**config.mk**
```make
export PLATFORM = sky130hd
export DESIGN_NAME = hazard_ctrl
export DESIGN_NICKNAME = d
export VERILOG_FILES = /design/src/rtl/hazard_ctrl.sv
export SDC_FILE = /design/constraint.sdc
export NUM_CORES = 1
export LEC_CHECK = 0
export ABC_AREA = 0
export BUFFER_PORTS_ARGS = -buffer_cell sky130_fd_sc_hd__buf_2
export CAP_MARGIN = 5
export CELL_PAD_IN_SITES_DETAIL_PLACEMENT = 0
export CELL_PAD_IN_SITES_GLOBAL_PLACEMENT = 1
export CORE_ASPECT_RATIO = 0.5
export CORE_MARGIN = 2
export CORE_UTILIZATION = 33
export CTS_CLUSTER_DIAMETER = 60
export CTS_CLUSTER_SIZE = 30
export DETAILED_ROUTE_END_ITERATION = 10
export GPL_ROUTABILITY_DRIVEN = 1
export PLACE_DENSITY = 0.78
export SLEW_MARGIN = 20
export SYNTH_ARGS = -nofsm -noshare
export SYNTH_HDL_FRONTEND = slang
export SYNTH_SLANG_ARGS = --single-unit
```
**constraint.sdc**
```tcl
create_clock -name clk -period 1.8 [get_ports clk]
set_input_delay 0.45 -clock clk [delete_from_list [all_inputs] [get_ports clk]]
set_output_delay 0.45 -clock clk [all_outputs]
set_load 0.03 [all_outputs]
```
**src/rtl/hazard_ctrl.sv**
```systemverilog
// rtl/hazard_ctrl.sv - pipeline hazard controller: load-use stall, branch flush, memory freeze, forwarding select
// Build option HAZARD_FWD_EN enables operand forwarding; without it every EX/MEM dependency stalls.
module hazard_ctrl #(
    parameter int FLUSH_CYCLES = 2
) (
    input  logic        clk,
    input  logic        rst,
    input  logic [31:0] id_ins,
    input  logic        id_valid,
    input  logic        ex_br_ctrl,
    input  logic        mem_busy,
    output logic        pc_stall,
    output logic        id_stall,
    output logic        ex_bubble,
    output logic        id_flush,
    output logic [1:0]  fwd_a_sel,
    output logic [1:0]  fwd_b_sel,
    output logic [1:0]  state
);

    typedef enum logic [1:0] {
        ST_RUN      = 2'b00,
        ST_LD_STALL = 2'b01,
        ST_BR_FLUSH = 2'b10,
        ST_MEM_WAIT = 2'b11
    } state_t;

    localparam logic [1:0] FLUSH_LOAD = 2'(FLUSH_CYCLES);

    state_t     state_q, state_d;
    state_t     resume_q, resume_d;
    logic [1:0] cnt_q, cnt_d;

    logic [4:0] ex_rd_q, ex_rd_d, mem_rd_q, mem_rd_d, wb_rd_q, wb_rd_d;
    logic       ex_wen_q, ex_wen_d, mem_wen_q, mem_wen_d, wb_wen_q, wb_wen_d;
    logic       ex_ld_q, ex_ld_d, mem_ld_q, mem_ld_d, wb_ld_q, wb_ld_d;

    logic [6:0] opcode;
    logic [4:0] id_rd, id_rs1, id_rs2;
    logic       use_rs1, use_rs2, wr_rd, is_load;
    logic       ex_m1, ex_m2, mem_m1, mem_m2;
    logic       hazard, take_id, frozen;

    assign opcode = id_ins[6:0];
    assign id_rd  = id_ins[11:7];
    assign id_rs1 = id_ins[19:15];
    assign id_rs2 = id_ins[24:20];

    always_comb begin
        use_rs1 = 1'b0;
        use_rs2 = 1'b0;
        wr_rd   = 1'b0;
        is_load = 1'b0;
        case (opcode)
            7'b0110011: begin use_rs1 = 1'b1; use_rs2 = 1'b1; wr_rd = 1'b1; end
            7'b0010011: begin use_rs1 = 1'b1; wr_rd = 1'b1; end
            7'b0000011: begin use_rs1 = 1'b1; wr_rd = 1'b1; is_load = 1'b1; end
            7'b0100011: begin use_rs1 = 1'b1; use_rs2 = 1'b1; end
            7'b1100011: begin use_rs1 = 1'b1; use_rs2 = 1'b1; end
            7'b1100111: begin use_rs1 = 1'b1; wr_rd = 1'b1; end
            7'b0110111: wr_rd = 1'b1;
            7'b0010111: wr_rd = 1'b1;
            7'b1101111: wr_rd = 1'b1;
            default: ;
        endcase
    end

    // x0 is hard-wired zero, so a write to it never creates a dependency
    assign ex_m1  = use_rs1 && ex_wen_q  && (ex_rd_q  != 5'd0) && (ex_rd_q  == id_rs1);
    assign ex_m2  = use_rs2 && ex_wen_q  && (ex_rd_q  != 5'd0) && (ex_rd_q  == id_rs2);
    assign mem_m1 = use_rs1 && mem_wen_q && (mem_rd_q != 5'd0) && (mem_rd_q == id_rs1);
    assign mem_m2 = use_rs2 && mem_wen_q && (mem_rd_q != 5'd0) && (mem_rd_q == id_rs2);

`ifdef HAZARD_FWD_EN
    assign hazard = id_valid && ex_ld_q && (ex_m1 || ex_m2);
`else
    assign hazard = id_valid && (ex_m1 || ex_m2 || mem_m1 || mem_m2);
`endif

    always_comb begin
        state_d  = state_q;
        resume_d = resume_q;
        cnt_d    = cnt_q;
        take_id  = 1'b0;
        frozen   = 1'b0;
        if (ex_br_ctrl) begin
            state_d = ST_BR_FLUSH;
            cnt_d   = FLUSH_LOAD;
        end else if (mem_busy) begin
            frozen  = 1'b1;
            state_d = ST_MEM_WAIT;
            if (state_q != ST_MEM_WAIT) begin
                resume_d = state_q;
            end
        end else begin
            case (state_q)
                ST_MEM_WAIT: begin
                    frozen  = 1'b1;
                    state_d = resume_q;
                end
                ST_BR_FLUSH: begin
                    if (cnt_q <= 2'd1) begin
                        state_d = ST_RUN;
                        cnt_d   = 2'd0;
                    end else begin
                        cnt_d   = cnt_q - 2'd1;
                    end
                end
                default: begin
                    // LD_STALL re-evaluates the hazard; it clears once the producer moves on
                    if (hazard) begin
                        state_d = ST_LD_STALL;
                    end else begin
                        state_d = ST_RUN;
                        take_id = id_valid;
                    end
                end
            endcase
        end
    end

`ifdef HAZARD_FWD_EN
    logic [1:0] fwd_a_q, fwd_a_d, fwd_b_q, fwd_b_d;
`endif

    always_comb begin
        ex_rd_d   = ex_rd_q;
        ex_wen_d  = ex_wen_q;
        ex_ld_d   = ex_ld_q;
        mem_rd_d  = mem_rd_q;
        mem_wen_d = mem_wen_q;
        mem_ld_d  = mem_ld_q;
        wb_rd_d   = wb_rd_q;
        wb_wen_d  = wb_wen_q;
        wb_ld_d   = wb_ld_q;
`ifdef HAZARD_FWD_EN
        fwd_a_d   = fwd_a_q;
        fwd_b_d   = fwd_b_q;
`endif
        if (!frozen) begin
            ex_rd_d   = id_rd;
            ex_wen_d  = take_id && wr_rd;
            ex_ld_d   = take_id && is_load;
            mem_rd_d  = ex_rd_q;
            mem_wen_d = ex_wen_q;
            mem_ld_d  = ex_ld_q;
            wb_rd_d   = mem_rd_q;
            wb_wen_d  = mem_wen_q;
            wb_ld_d   = mem_ld_q;
`ifdef HAZARD_FWD_EN
            fwd_a_d   = !take_id ? 2'b00 : ex_m1 ? 2'b01 : mem_m1 ? 2'b10 : 2'b00;
            fwd_b_d   = !take_id ? 2'b00 : ex_m2 ? 2'b01 : mem_m2 ? 2'b10 : 2'b00;
`endif
        end
    end

    always_ff @(posedge clk) begin
        if (rst) begin
            state_q   <= ST_RUN;
            resume_q  <= ST_RUN;
            cnt_q     <= 2'd0;
            ex_rd_q   <= 5'd0;
            ex_wen_q  <= 1'b0;
            ex_ld_q   <= 1'b0;
            mem_rd_q  <= 5'd0;
            mem_wen_q <= 1'b0;
            mem_ld_q  <= 1'b0;
            wb_rd_q   <= 5'd0;
            wb_wen_q  <= 1'b0;
            wb_ld_q   <= 1'b0;
`ifdef HAZARD_FWD_EN
            fwd_a_q   <= 2'b00;
            fwd_b_q   <= 2'b00;
`endif
        end else begin
            state_q   <= state_d;
            resume_q  <= resume_d;
            cnt_q     <= cnt_d;
            ex_rd_q   <= ex_rd_d;
            ex_wen_q  <= ex_wen_d;
            ex_ld_q   <= ex_ld_d;
            mem_rd_q  <= mem_rd_d;
            mem_wen_q <= mem_wen_d;
            mem_ld_q  <= mem_ld_d;
            wb_rd_q   <= wb_rd_d;
            wb_wen_q  <= wb_wen_d;
            wb_ld_q   <= wb_ld_d;
`ifdef HAZARD_FWD_EN
            fwd_a_q   <= fwd_a_d;
            fwd_b_q   <= fwd_b_d;
`endif
        end
    end

`ifdef HAZARD_FWD_EN
    assign fwd_a_sel = fwd_a_q;
    assign fwd_b_sel = fwd_b_q;
`else
    assign fwd_a_sel = 2'b00;
    assign fwd_b_sel = 2'b00;
`endif

    // WB slot is tracked for completeness; write-before-read means it never matches
    logic unused_bits;
    assign unused_bits = ^{id_ins[31:25], id_ins[14:12], wb_rd_q, wb_wen_q, wb_ld_q};

    assign state     = state_q;
    assign pc_stall  = (state_q == ST_LD_STALL) || (state_q == ST_MEM_WAIT);
    assign id_stall  = (state_q == ST_LD_STALL) || (state_q == ST_MEM_WAIT);
    assign ex_bubble = (state_q == ST_LD_STALL) || (state_q == ST_BR_FLUSH);
    assign id_flush  = (state_q == ST_BR_FLUSH);

endmodule
```
# After elaboration in Yosys (flattened, before gate mapping)
# Cells that the tools add are included.
# op_classes
bitwise_logic,2
reduce_logical,30
order_cmp,1
mux,19
n_addsub,1
eq_ne,20
# op_table
op,n
"equality test 7 x 6 -> 1 bit, second input constant",3
"equality test 7 bit, second input constant",3
equality test 5 bit,4
"equality test 7 x 5 -> 1 bit, second input constant",2
logical AND 1 bit,14
2-to-1 mux 2 bit,7
2-to-1 mux 1 bit,11
nonzero test 5 bit,2
"equality test 7 x 2 -> 1 bit, second input constant",1
OR reduction 7 bit,1
OR reduction 6 bit,1
logical OR 1 bit,5
"equality test 2 bit, second input constant",2
"inequality test 2 bit, second input constant",2
"inequality test 4 x 3 -> 1 bit, second input constant",1
one-hot mux 2 bit (2 select lines),1
AND reduction 2 bit,2
OR reduction 2 bit,2
"inequality test 3 x 2 -> 1 bit, second input constant",1
AND reduction 3 bit,1
OR reduction 3 bit,1
"equality test 2 x 1 -> 1 bit, second input constant",1
"less-or-equal comparator 2 x 1 -> 1 bit, second input constant",1
NOT 1 bit,2
other kinds (2),2
# totals
word_cells,82
register_bits,18
in_bits,37
output_inout_bits,10

# Logic depth before layout (Yosys ltp)
# Gate-level depths: netlist (run 1).
# logic_depth
ltp_word,15
ltp_mapped,6
mapped_depth_nobuf,6

# Worst setup path before layout (run 1)
# Ideal clock, no wire load.
# synth_path
kind,register to output
start,"register state_q[1], in the netlist state[1]"
end,output port pc_stall
slack_ns,-0.010
path_stages_with_launch,5
arrival_time_ns,1.360
path_cell_list,dfxtp_1 inv_1 ha_1 or2_2 buf_4
# synth_between
elab_chain_cells,2
word_cells_on_any_way,3
classes_between,2 x eq/ne; 1 x reduce/logical
# synth_lines
element,line,source
"start, declared",30,"state_t state_q, state_d;"
"start signal, assigned",176,state_q <= state_d;
equality test 2 x 1 -> 1 bit / equality test 2 bit (equally long branches),--,
logical OR 1 bit (*),--,
"end, declared",12,"output logic pc_stall,"
# Every way passes the cells marked *; elsewhere a longest branch is shown, timed or not.

# Worst setup path after layout (run 1)
# layout_path
start,"register state_q[1], in the netlist state[1]"
end,output port id_stall
# layout_between
elab_chain_cells,2
word_cells_on_any_way,3
classes_between,2 x eq/ne; 1 x reduce/logical
# layout_lines
element,line,source
equality test 2 x 1 -> 1 bit / equality test 2 bit (equally long branches),209,assign id_stall = (state_q == ST_LD_STALL) || (state_q == ST_MEM_WAIT);
logical OR 1 bit (*),209,
"end, declared",13,"output logic id_stall,"
# Marks and branches as above.

==> metrics.txt, run 1 <==
number of antenna violations at the first check in global routing 0; maximum clock insertion buffer count 2; share of final-layout standard cells stronger than drive strength 1 between 20% and 30%; terminating pin of the worst hold path ex_rd_q[1]; number of buffers created by CTS 3; antenna violation net count after detailed routing 0; Initial Util between 30% and 40%; DRC violation count after routing 0; total track usage between 10% and 20%; category of the most critical setup path reg -> out; drt first-iter violations 21; top area cells in the synthesized netlist sky130_fd_sc_hd__dfxtp_1 (32%), sky130_fd_sc_hd__xnor2_1 (8.6%), sky130_fd_sc_hd__nand2_1 (8.4%); PortBufs 32; largest net degree at the start of global routing 13; endpoint kind of the worst setup timing path output port; setup TNS 0 ps; Register-to-Register Path Depth 6; net count reported at finish between 200 and 250; worst min-delay path startpoint id_ins[8]; average routed wire per standard cell 11.3 µm; Num Clock Sinks 18; worst-skew pair later-pin latency 250 ps; global route overflow 0; Core ar. 3120 µm²; data arrival time at the worst-slack endpoint 1290 ps; placed wire-length estimate after detailed placement 1900 µm; global-route wire length before repair 4280 µm; classification of the worst-slack hold path in -> reg; Yosys top cell area share 32.3%; leading cell types by count after synthesis sky130_fd_sc_hd__nand2_1 (25), sky130_fd_sc_hd__dfxtp_1 (18), sky130_fd_sc_hd__a21oi_1 (15); data required time of the critical path 1350 ps; final count of negative-setup-slack endpoints 0; cell with the most instances after synthesis sky130_fd_sc_hd__nand2_1; maximum operating frequency roughly 580 MHz; Via-to-Cell Ratio 4.68; CTS hold repair buffers 0; chip width 86.3 µm; Total Wirelength 2460 µm; count of state elements after synthesis 18; internal reg-to-reg setup slack roughly 210 ps; total number of placement rows 14; fraction of synthesis flops using an asynchronous set or reset pin 0%; top-level port count 47; Max Fanout on Critical Path 6; dominant cell type by area after synthesis sky130_fd_sc_hd__dfxtp_1; cell at the root of the clock tree sky130_fd_sc_hd__clkbuf_8; Max Transition Viols Final 0; clock tree from TritonCTS done; cell area after technology mapping 1120 µm²; sequential element share of the synthesized area 32.3%; EDFF count, synth 0; Gate Count Post-Synth between 100 and 150; overall power consumption 0.000982 W; routed vias 1026; hold path cells 3; CTS HTree Levels 1; synthesis-to-layout area growth 25.0%; postcts setup bufs 0; ratio of total power to cell area 703 nW/µm²; end of the worst register-to-register path ex_wen_q; Cell variety after synth 34; Worst setup SP type flip-flop; post-CTS clock slew at the launch and capture registers of the worst setup and hold paths 70 ps; unrepaired setup endpoints after global routing false; post-layout minimum cycle time between 1500 and 2000 ps; die footprint 3900 µm²; ANT cells 0; die outline height 45.1 µm; setup clock skew after layout about 1.1 ps; synthesized area per cell between 7 and 8 µm²; number of global-route vias before repair 973; outcome completed; Placer Congestion 0.726; predominant post-synthesis flop cell sky130_fd_sc_hd__dfxtp_1; number of warnings printed during yosys synthesis 0; total count of hold-check failures in the final report 0; worst reg2reg path startpoint state[0]; crit share post-route a little over nine tenths; worst-case vdd ir drop 0.342 mV; drt pass-1 iters 4; leak pwr 0.587 nW; count of maximum capacitance violations 0
[critical path: stages (launching register included)]
cell and delay [ps]:
sky130_fd_sc_hd__dfxtp_4 380, sky130_fd_sc_hd__inv_1 50, sky130_fd_sc_hd__ha_1 160, sky130_fd_sc_hd__or2_2 270, sky130_fd_sc_hd__buf_2 180
[routing by layer]
metal | global-route usage, % | vias up | wire (µm)
li1 | - | 554 | -
met4 | 2.19 | 0 | 0
met3 | 4.57 | 0 | 122
met5 | 0 | - | 0
met1 | 18.0 | 449 | 1220
met2 | 23.7 | 23 | 1120
[how the worst max path moves through the flow]
stage | end | start | slack (ps)
final | id_stall | state[1] | 60
after global routing | pc_stall | state[1] | 0.3
after CTS | id_stall | state[0] | 10
after detailed placement | ex_wen_q | id_ins[2] | 30
after global placement | ex_wen_q | id_ins[2] | 20
after floorplan | pc_stall | state[0] | 10
[where the power goes]
| group | switching (W) | total (W) | internal, W |
|---|---|---|---|
| Clock | 0.000138 | 0.000332 | 0.000194 |
| Combinational | 0.000117 | 0.000210 | 0.0000925 |
| Sequential | 0.0000239 | 0.000440 | 0.000416 |
| Total | 0.000279 | 0.000982 | 0.000703 |
[kinds of logic after synthesis]
group / Yosys count / synth area share [%]
other cells: 1 / 0.336
buf+inv: 13 / 6.05
flops: 18 / 32.3
fa+ha+maj: 3 / 3.36
compound gates: 28 / 15.1
mux: 2 / 1.79
xor+xnor: 20 / 15.7
simple gates: 59 / 25.4
[layout by cell type, fill, tap and decap left out, drive strengths merged, types with 4 or more instances in the layout]
cell type | netlist | final
inv | 4 | 4
nor3 | 4 | 4
nand2 | 25 | 25
xnor2 | 11 | 11
clkbuf | 3 | 4
nor4 | 4 | 4
conb | 1 | 4
o21ai | 5 | 5
buf | 6 | 37
dfxtp | 18 | 18
a21oi | 15 | 15
nand3 | 5 | 5
xor2 | 9 | 9
nor2 | 9 | 9
[cell type report]
cell class | count | area (µm²)
Inverter | 4 | 15.0
Fill cell | 334 | 1720
Sequential cell | 18 | 365
Multi-Input combinational cell | 116 | 713
Clock buffer | 4 | 55.1
Timing Repair Buffer | 37 | 198
Tap cell | 40 | 50.0
[per-stage QoR]
step	setup WS (ps)	std cells	utilization, %	hold WS [ps]	cell area (µm²)
after floorplan	13.2	147	-	430	1130
after global placement	17.3	215	42.5	444	1330
after detailed placement	26.8	215	42.5	447	1330
after CTS	9.66	219	44.7	432	1390
after global routing	0.268	219	44.8	429	1400
final	63.2	219	44.8	433	1400
[sequential cells by signal, indices dropped and copies added, names as in the netlist]
name and flops:
ex_wen_q 1, mem_wen_q 1, ex_rd_q 5, cnt_q 2, resume_q 2, mem_rd_q 5
state 2
[what timing repair did]
item	4_1_cts	5_1_grt
resized for setup	2	2
hold endpoints to repair	0	0
setup endpoints to repair	2	4
Note: power is estimated with default switching activity, not from simulation.
==> run 2: changes to the inputs <==
--- a/config.mk
+++ b/config.mk
@@ -12,12 +12,13 @@
 export CELL_PAD_IN_SITES_GLOBAL_PLACEMENT = 1
 export CORE_ASPECT_RATIO = 0.5
 export CORE_MARGIN = 2
-export CORE_UTILIZATION = 33
+export CORE_UTILIZATION = 34
+export CTS_BUF_LIST = sky130_fd_sc_hd__clkbuf_4
 export CTS_CLUSTER_DIAMETER = 60
 export CTS_CLUSTER_SIZE = 30
 export DETAILED_ROUTE_END_ITERATION = 10
 export GPL_ROUTABILITY_DRIVEN = 1
-export PLACE_DENSITY = 0.78
+export PLACE_DENSITY = 0.8
 export SLEW_MARGIN = 20
 export SYNTH_ARGS = -nofsm -noshare
 export SYNTH_HDL_FRONTEND = slang
==> run 2 against run 1 <==
Net effect: first-iteration DRC count unchanged; clock power down 39%; sequential share of layout area shrank 0.55 points; sequential power hardly changed; sequential cell count stayed put; die area is 2.7% lower; worst hold slack got worse by 45 ps; power is 11% lower; clock-buffer cell count is 1 lower; largest power group unchanged.
==> metrics.txt, run 2 (synthesized netlist as in run 1, its figures left out) <==
most common cell after layout, fill and taps aside sky130_fd_sc_hd__buf_2; Design Area, Final 1430 µm² (+2.2%); Post-Place Cells 216 (+0.47%); chip width 85.1 µm (-1.4%); post-layout minimum cycle time 1720 ps (-15.7 ps); ratio of total power to cell area 612 nW/µm² (-13%); global-route wire length before repair 4450 µm (+4.0%); part of the power in registers 50.3% (+5.5 points); final cell utilization of the core 46.5% (+1.7 points); global route overflow 0 (unchanged); DRC violation count after routing 0 (unchanged); ANT cells 0 (unchanged); total count of hold-check failures in the final report 0 (unchanged); final cell count without fillers 222 (+1.4%); Placer Congestion 0.735 (+1.2%); pre-CTS setup slack 38.5 ps (+11.7 ps); unrepaired setup endpoints after global routing false; Num Clock Sinks 18 (unchanged); average routed wire per standard cell 11.4 µm (+1.5%); Via-to-Cell Ratio 4.81 (+2.7%); routed vias 1068 (+4.1%); largest registers in the final layout ex_rd_q: 5 flops, mem_rd_q: 5 flops; Sw Share 30.8% (+2.4 points); total track usage 14.8% (+0.82 points); leak pwr 0.595 nW (+1.4%); post-CTS clock slew at the launch and capture registers of the worst setup and hold paths 100 ps (+30 ps); Initial Util 36.4% (+0.61 points); drt pass-1 iters 4 (unchanged); setup TNS 0 ps (unchanged); worst-skew pair later-pin latency 290 ps (+40 ps); number of buffers created by CTS 3 (unchanged); CTS HTree Levels 1 (unchanged); net count reported at finish 223 (+1.4%); die outline height 44.5 µm (-1.4%); data arrival time at the worst-slack endpoint 1270 ps (-20 ps); antenna violation net count after detailed routing 0 (unchanged); CTS hold repair buffers 0 (unchanged); total number of placement rows 14 (unchanged); combinational group share of total power 26.4% (+5.0 points); number of global-route vias before repair 1049 (+7.8%); clock tree from TritonCTS done; endpoint kind of the worst setup timing path output port; Core ar. 3070 µm² (-1.7%); PortBufs 32 (unchanged); count of maximum capacitance violations 0 (unchanged); drt first-iter violations 21 (unchanged); Total Wirelength 2540 µm (+2.9%); number of inserted filler cells in the final layout 309 (-7.5%); share of final-layout standard cells stronger than drive strength 1 27.5% (+1.2 points); placed instance area 1350 µm² (+1.5%); Max Transition Viols Final 0 (unchanged); maximum operating frequency 581 MHz (+0.91%); outcome completed; fraction of power consumed by the clock network 23.3% (-10 points); Max Fanout on Critical Path 3 (-3); cell at the root of the clock tree sky130_fd_sc_hd__clkbuf_4; synthesis-to-layout area growth 27.7%; number of antenna violations at the first check in global routing 0 (unchanged); data required time of the critical path 1350 ps (about the same); leading cell types in the layout, fill and taps excluded sky130_fd_sc_hd__buf_2 (29), sky130_fd_sc_hd__nand2_1 (25), sky130_fd_sc_hd__dfxtp_1 (16); die footprint 3790 µm² (-2.7%); total internal power 0.000604 W (-14%); category of the most critical setup path reg -> out; top-level port count 47 (unchanged); net switching power figure 0.000269 W (-3.6%); maximum clock insertion buffer count 2 (unchanged); Worst setup SP type flip-flop; final count of negative-setup-slack endpoints 0 (unchanged); crit share post-route 95.6% (-0.87 points); placed wire-length estimate after detailed placement 1950 µm (+2.7%); worst-case vdd ir drop 0.251 mV (-27%); setup slack of the critical path after layout 78.9 ps (+15.7 ps); largest net degree at the start of global routing 13 (unchanged); classification of the worst-slack hold path in -> reg; setup clock skew after layout 0.359 ps (-0.708 ps)
## run 2: cell types whose count changed in the layout (fill, tap and decap cells not counted), moves of 2 or more
cell / previous run / this run
sky130_fd_sc_hd__buf_4: 5 / 7
sky130_fd_sc_hd__clkbuf_8: 4 / 0
sky130_fd_sc_hd__buf_6: 0 / 3
sky130_fd_sc_hd__clkbuf_4: 0 / 3
sky130_fd_sc_hd__buf_2: 32 / 29
## run 2: path summary, 6_finish.rpt
path / startpoint / endpoint / slack, ps / depth (start not counted)
hold / removal: id_ins[9] / ex_rd_q[2] / 390 / 3
setup reg to reg: mem_rd_q[2] / state[0] / 230 / 5
setup / recovery: state[1] / ex_bubble / 80 / 4
hold reg to reg: mem_wen_q / mem_wen_q / 460 / 2
## run 2: power groups by stage
| stage | clock [W] | sequential (W) | combinational (W) |
|---|---|---|---|
| global route | 0.000232 | 0.000443 | 0.000257 |
| global placement | 0 | 0.000449 | 0.000213 |
| floorplan | 0 | 0.000450 | 0.000136 |
| CTS | 0.000213 | 0.000439 | 0.000225 |
| finish | 0.000204 | 0.000439 | 0.000231 |
| detailed placement | 0 | 0.000449 | 0.000216 |
## run 2: what timing repair did
item	in CTS	in global routing
setup buffers	2	0
setup endpoints to repair	2	4
gates resized for setup	6	7
## run 2: final cells by class
class                      count  area, µm²  area share, %
inverter                       4       15.0           1.05
multi-input combinational    116        718           50.4
clock inverter                 1       3.75          0.263
sequential                    18        365           25.6
timing repair buffer          40        251           17.6
tap                           40       50.0           3.51
clock buffer                   3       22.5           1.58
## run 2: per-layer routing
layer | vias up | GRT usage, % | routed length, µm
li1 | 558 | - | -
met1 | 487 | 18.7 | 1240
met2 | 23 | 25.6 | 1180
met3 | 0 | 4.66 | 121
met4 | 0 | 2.22 | 0
met5 | - | 0 | 0
## run 2: per-stage QoR
step | power [W] | hold slack [ps]
final | 0.000873 | 388
after global routing | 0.000932 | 379
after CTS | 0.000877 | 379
after detailed placement | 0.000665 | 448
after global placement | 0.000662 | 443
after floorplan | 0.000587 | 430
## run 2: worst max-delay path, stage by stage, from the launching register on
cell and delay, ps:
sky130_fd_sc_hd__dfxtp_4 370, sky130_fd_sc_hd__buf_4 140, sky130_fd_sc_hd__ha_2 300, sky130_fd_sc_hd__inv_1 40
sky130_fd_sc_hd__buf_6 130
==> run 3: changes to the inputs <==
--- a/config.mk
+++ b/config.mk
@@ -13,7 +13,7 @@
 export CORE_ASPECT_RATIO = 0.5
 export CORE_MARGIN = 2
 export CORE_UTILIZATION = 34
-export CTS_BUF_LIST = sky130_fd_sc_hd__clkbuf_4
+export CTS_BUF_LIST = sky130_fd_sc_hd__clkbuf_8
 export CTS_CLUSTER_DIAMETER = 60
 export CTS_CLUSTER_SIZE = 30
 export DETAILED_ROUTE_END_ITERATION = 10
==> run 3 against run 2 <==
Net effect: sequential share of layout area hardly changed; final cell count is 0.45% lower; sequential cell count stayed put; highest routed layer unchanged.
==> metrics.txt, run 3 (synthesized netlist as in run 1, its figures left out) <==
outcome completed; worst-case vdd ir drop 0.298 mV (+19%); cell at the root of the clock tree sky130_fd_sc_hd__clkbuf_8; number of buffers created by CTS 3 (unchanged); data arrival time at the worst-slack endpoint 1290 ps (+20 ps); setup clock skew after layout 2.64 ps (+2.28 ps); synthesis-to-layout area growth 27.9%; PortBufs 32 (unchanged); unrepaired setup endpoints after global routing true; Via-to-Cell Ratio 4.76 (-1.1%); fraction of met1 tracks used by global routing 17.7% (-1.0 points); net switching power figure 0.000278 W (+3.4%); final count of negative-setup-slack endpoints 0 (unchanged); routed vias 1052 (-1.5%); global route overflow 0 (unchanged); final cell count without fillers 221 (-0.45%); global-route wire length before repair 4310 µm (-3.3%); chip width 85.1 µm (unchanged); Post-Place Cells 216 (unchanged); share of final-layout standard cells stronger than drive strength 1 27.1% (-0.40 points); worst-skew pair later-pin latency 250 ps (-40 ps); number of antenna violations at the first check in global routing 0 (unchanged); clock tree from TritonCTS done; crit share post-route 96.5% (+0.92 points); data required time of the critical path 1350 ps (about the same); ratio of total power to cell area 692 nW/µm² (+13%); part of the power in registers 44.5% (-5.8 points); total count of hold-check failures in the final report 0 (unchanged); antenna violation net count after detailed routing 0 (unchanged); Worst setup SP type flip-flop; largest registers in the final layout ex_rd_q: 5 flops, mem_rd_q: 5 flops; average routed wire per standard cell 11.2 µm (-1.6%); maximum operating frequency 575 MHz (-0.96%); total internal power 0.000711 W (+18%); top-level port count 47 (unchanged); ANT cells 0 (unchanged); maximum clock insertion buffer count 2 (unchanged); count of maximum capacitance violations 0 (unchanged); placed instance area 1350 µm² (unchanged); Core ar. 3070 µm² (unchanged); DRC violation count after routing 0 (unchanged); post-CTS clock slew at the launch and capture registers of the worst setup and hold paths 70 ps (-30 ps); Design Area, Final 1430 µm² (+0.18%); die outline height 44.5 µm (unchanged); post-layout minimum cycle time 1740 ps (+16.6 ps); Sw Share 28.1% (-2.7 points); leak pwr 0.602 nW (+1.2%); total number of placement rows 14 (unchanged); drt pass-1 iters 4 (unchanged); CTS HTree Levels 1 (unchanged); Max Fanout on Critical Path 5 (+2); Initial Util 36.4% (unchanged); fraction of power consumed by the clock network 33.3% (+10 points); largest net degree at the start of global routing 13 (unchanged); worst reg2reg path startpoint state[1]; net count reported at finish 222 (-0.45%); Num Clock Sinks 18 (unchanged); CTS hold repair buffers 0 (unchanged); met3 track demand over resource 4.66% (unchanged); category of the most critical setup path reg -> out; drt first-iter violations 22 (+4.8%); total track usage 14.3% (-0.49 points); Worst setup startpoint state[1]; placed wire-length estimate after detailed placement 1950 µm (unchanged); number of global-route vias before repair 1024 (-2.4%); Placer Congestion 0.735 (unchanged); busiest grt layer met2; endpoint kind of the worst setup timing path output port; worst min-delay path startpoint id_ins[9]; met2 layer usage reported by global route 25.2% (-0.47 points); leading cell types in the layout, fill and taps excluded sky130_fd_sc_hd__buf_2 (30), sky130_fd_sc_hd__nand2_1 (25), sky130_fd_sc_hd__dfxtp_1 (16); most common cell after layout, fill and taps aside sky130_fd_sc_hd__buf_2; combinational group share of total power 22.3% (-4.1 points); classification of the worst-slack hold path in -> reg; Max Transition Viols Final 0 (unchanged); Total Wirelength 2480 µm (-2.1%); die footprint 3790 µm² (unchanged)
[run 3: worst max-delay path, cell delays in order (launching register included)]
cell	delay, ps
sky130_fd_sc_hd__dfxtp_4	380
sky130_fd_sc_hd__inv_1	40
sky130_fd_sc_hd__ha_1	160
sky130_fd_sc_hd__or2_2	280
sky130_fd_sc_hd__buf_4	170
[run 3: timing repair]
item / in CTS / in global routing
setup buffers: 0 / 1
resized for setup: 3 / 5
setup endpoints to repair: 2 / 2
cloned: 0 / 0
[run 3: power groups by stage]
stage | registers [W] | logic, W | clock network (W)
2_1_floorplan | 0.000450 | 0.000136 | 0
3_3_place_gp | 0.000449 | 0.000213 | 0
3_5_place_dp | 0.000449 | 0.000216 | 0
4_1_cts | 0.000441 | 0.000218 | 0.000341
5_1_grt | 0.000443 | 0.000245 | 0.000355
6_report | 0.000440 | 0.000220 | 0.000329
[run 3: final timing paths]
kind / slack [ps] / cells after the start / to
worst max-delay path: 60 / 4 / id_stall
worst min-delay path: 430 / 3 / ex_rd_q[2]
worst max register to register: 180 / 6 / ex_wen_q
worst min register to register: 460 / 2 / mem_wen_q
[run 3: stage by stage]
step                hold slack (ps)  worst slack (ps)  power [W]  util, %  setup TNS, ps
floorplan                       430              13.2   0.000587        -              0
finish                          434              62.2   0.000989     46.6              0
global route                    435             -3.12    0.00104     46.6          -5.18
global placement                443              41.0   0.000662     43.9              0
CTS                             428             0.845    0.00100     46.1              0
detailed placement              448              38.5   0.000665     43.9              0
[run 3: layout make-up]
cell class	count	area [µm²]
multi-input combinational	116	713
inverter	4	15.0
clock buffer	4	55.1
timing repair buffer	39	230
fill	307	1640
tap	40	50.0
sequential	18	365
[run 3: per-layer routing]
metal | routed length [µm] | part of all wire [%] | vias to the layer above
met5 | 0 | 0 | -
met2 | 1150 | 46 | 23
met3 | 124 | 5.0 | 0
met4 | 0 | 0 | 0
met1 | 1210 | 49 | 471
li1 | - | - | 558
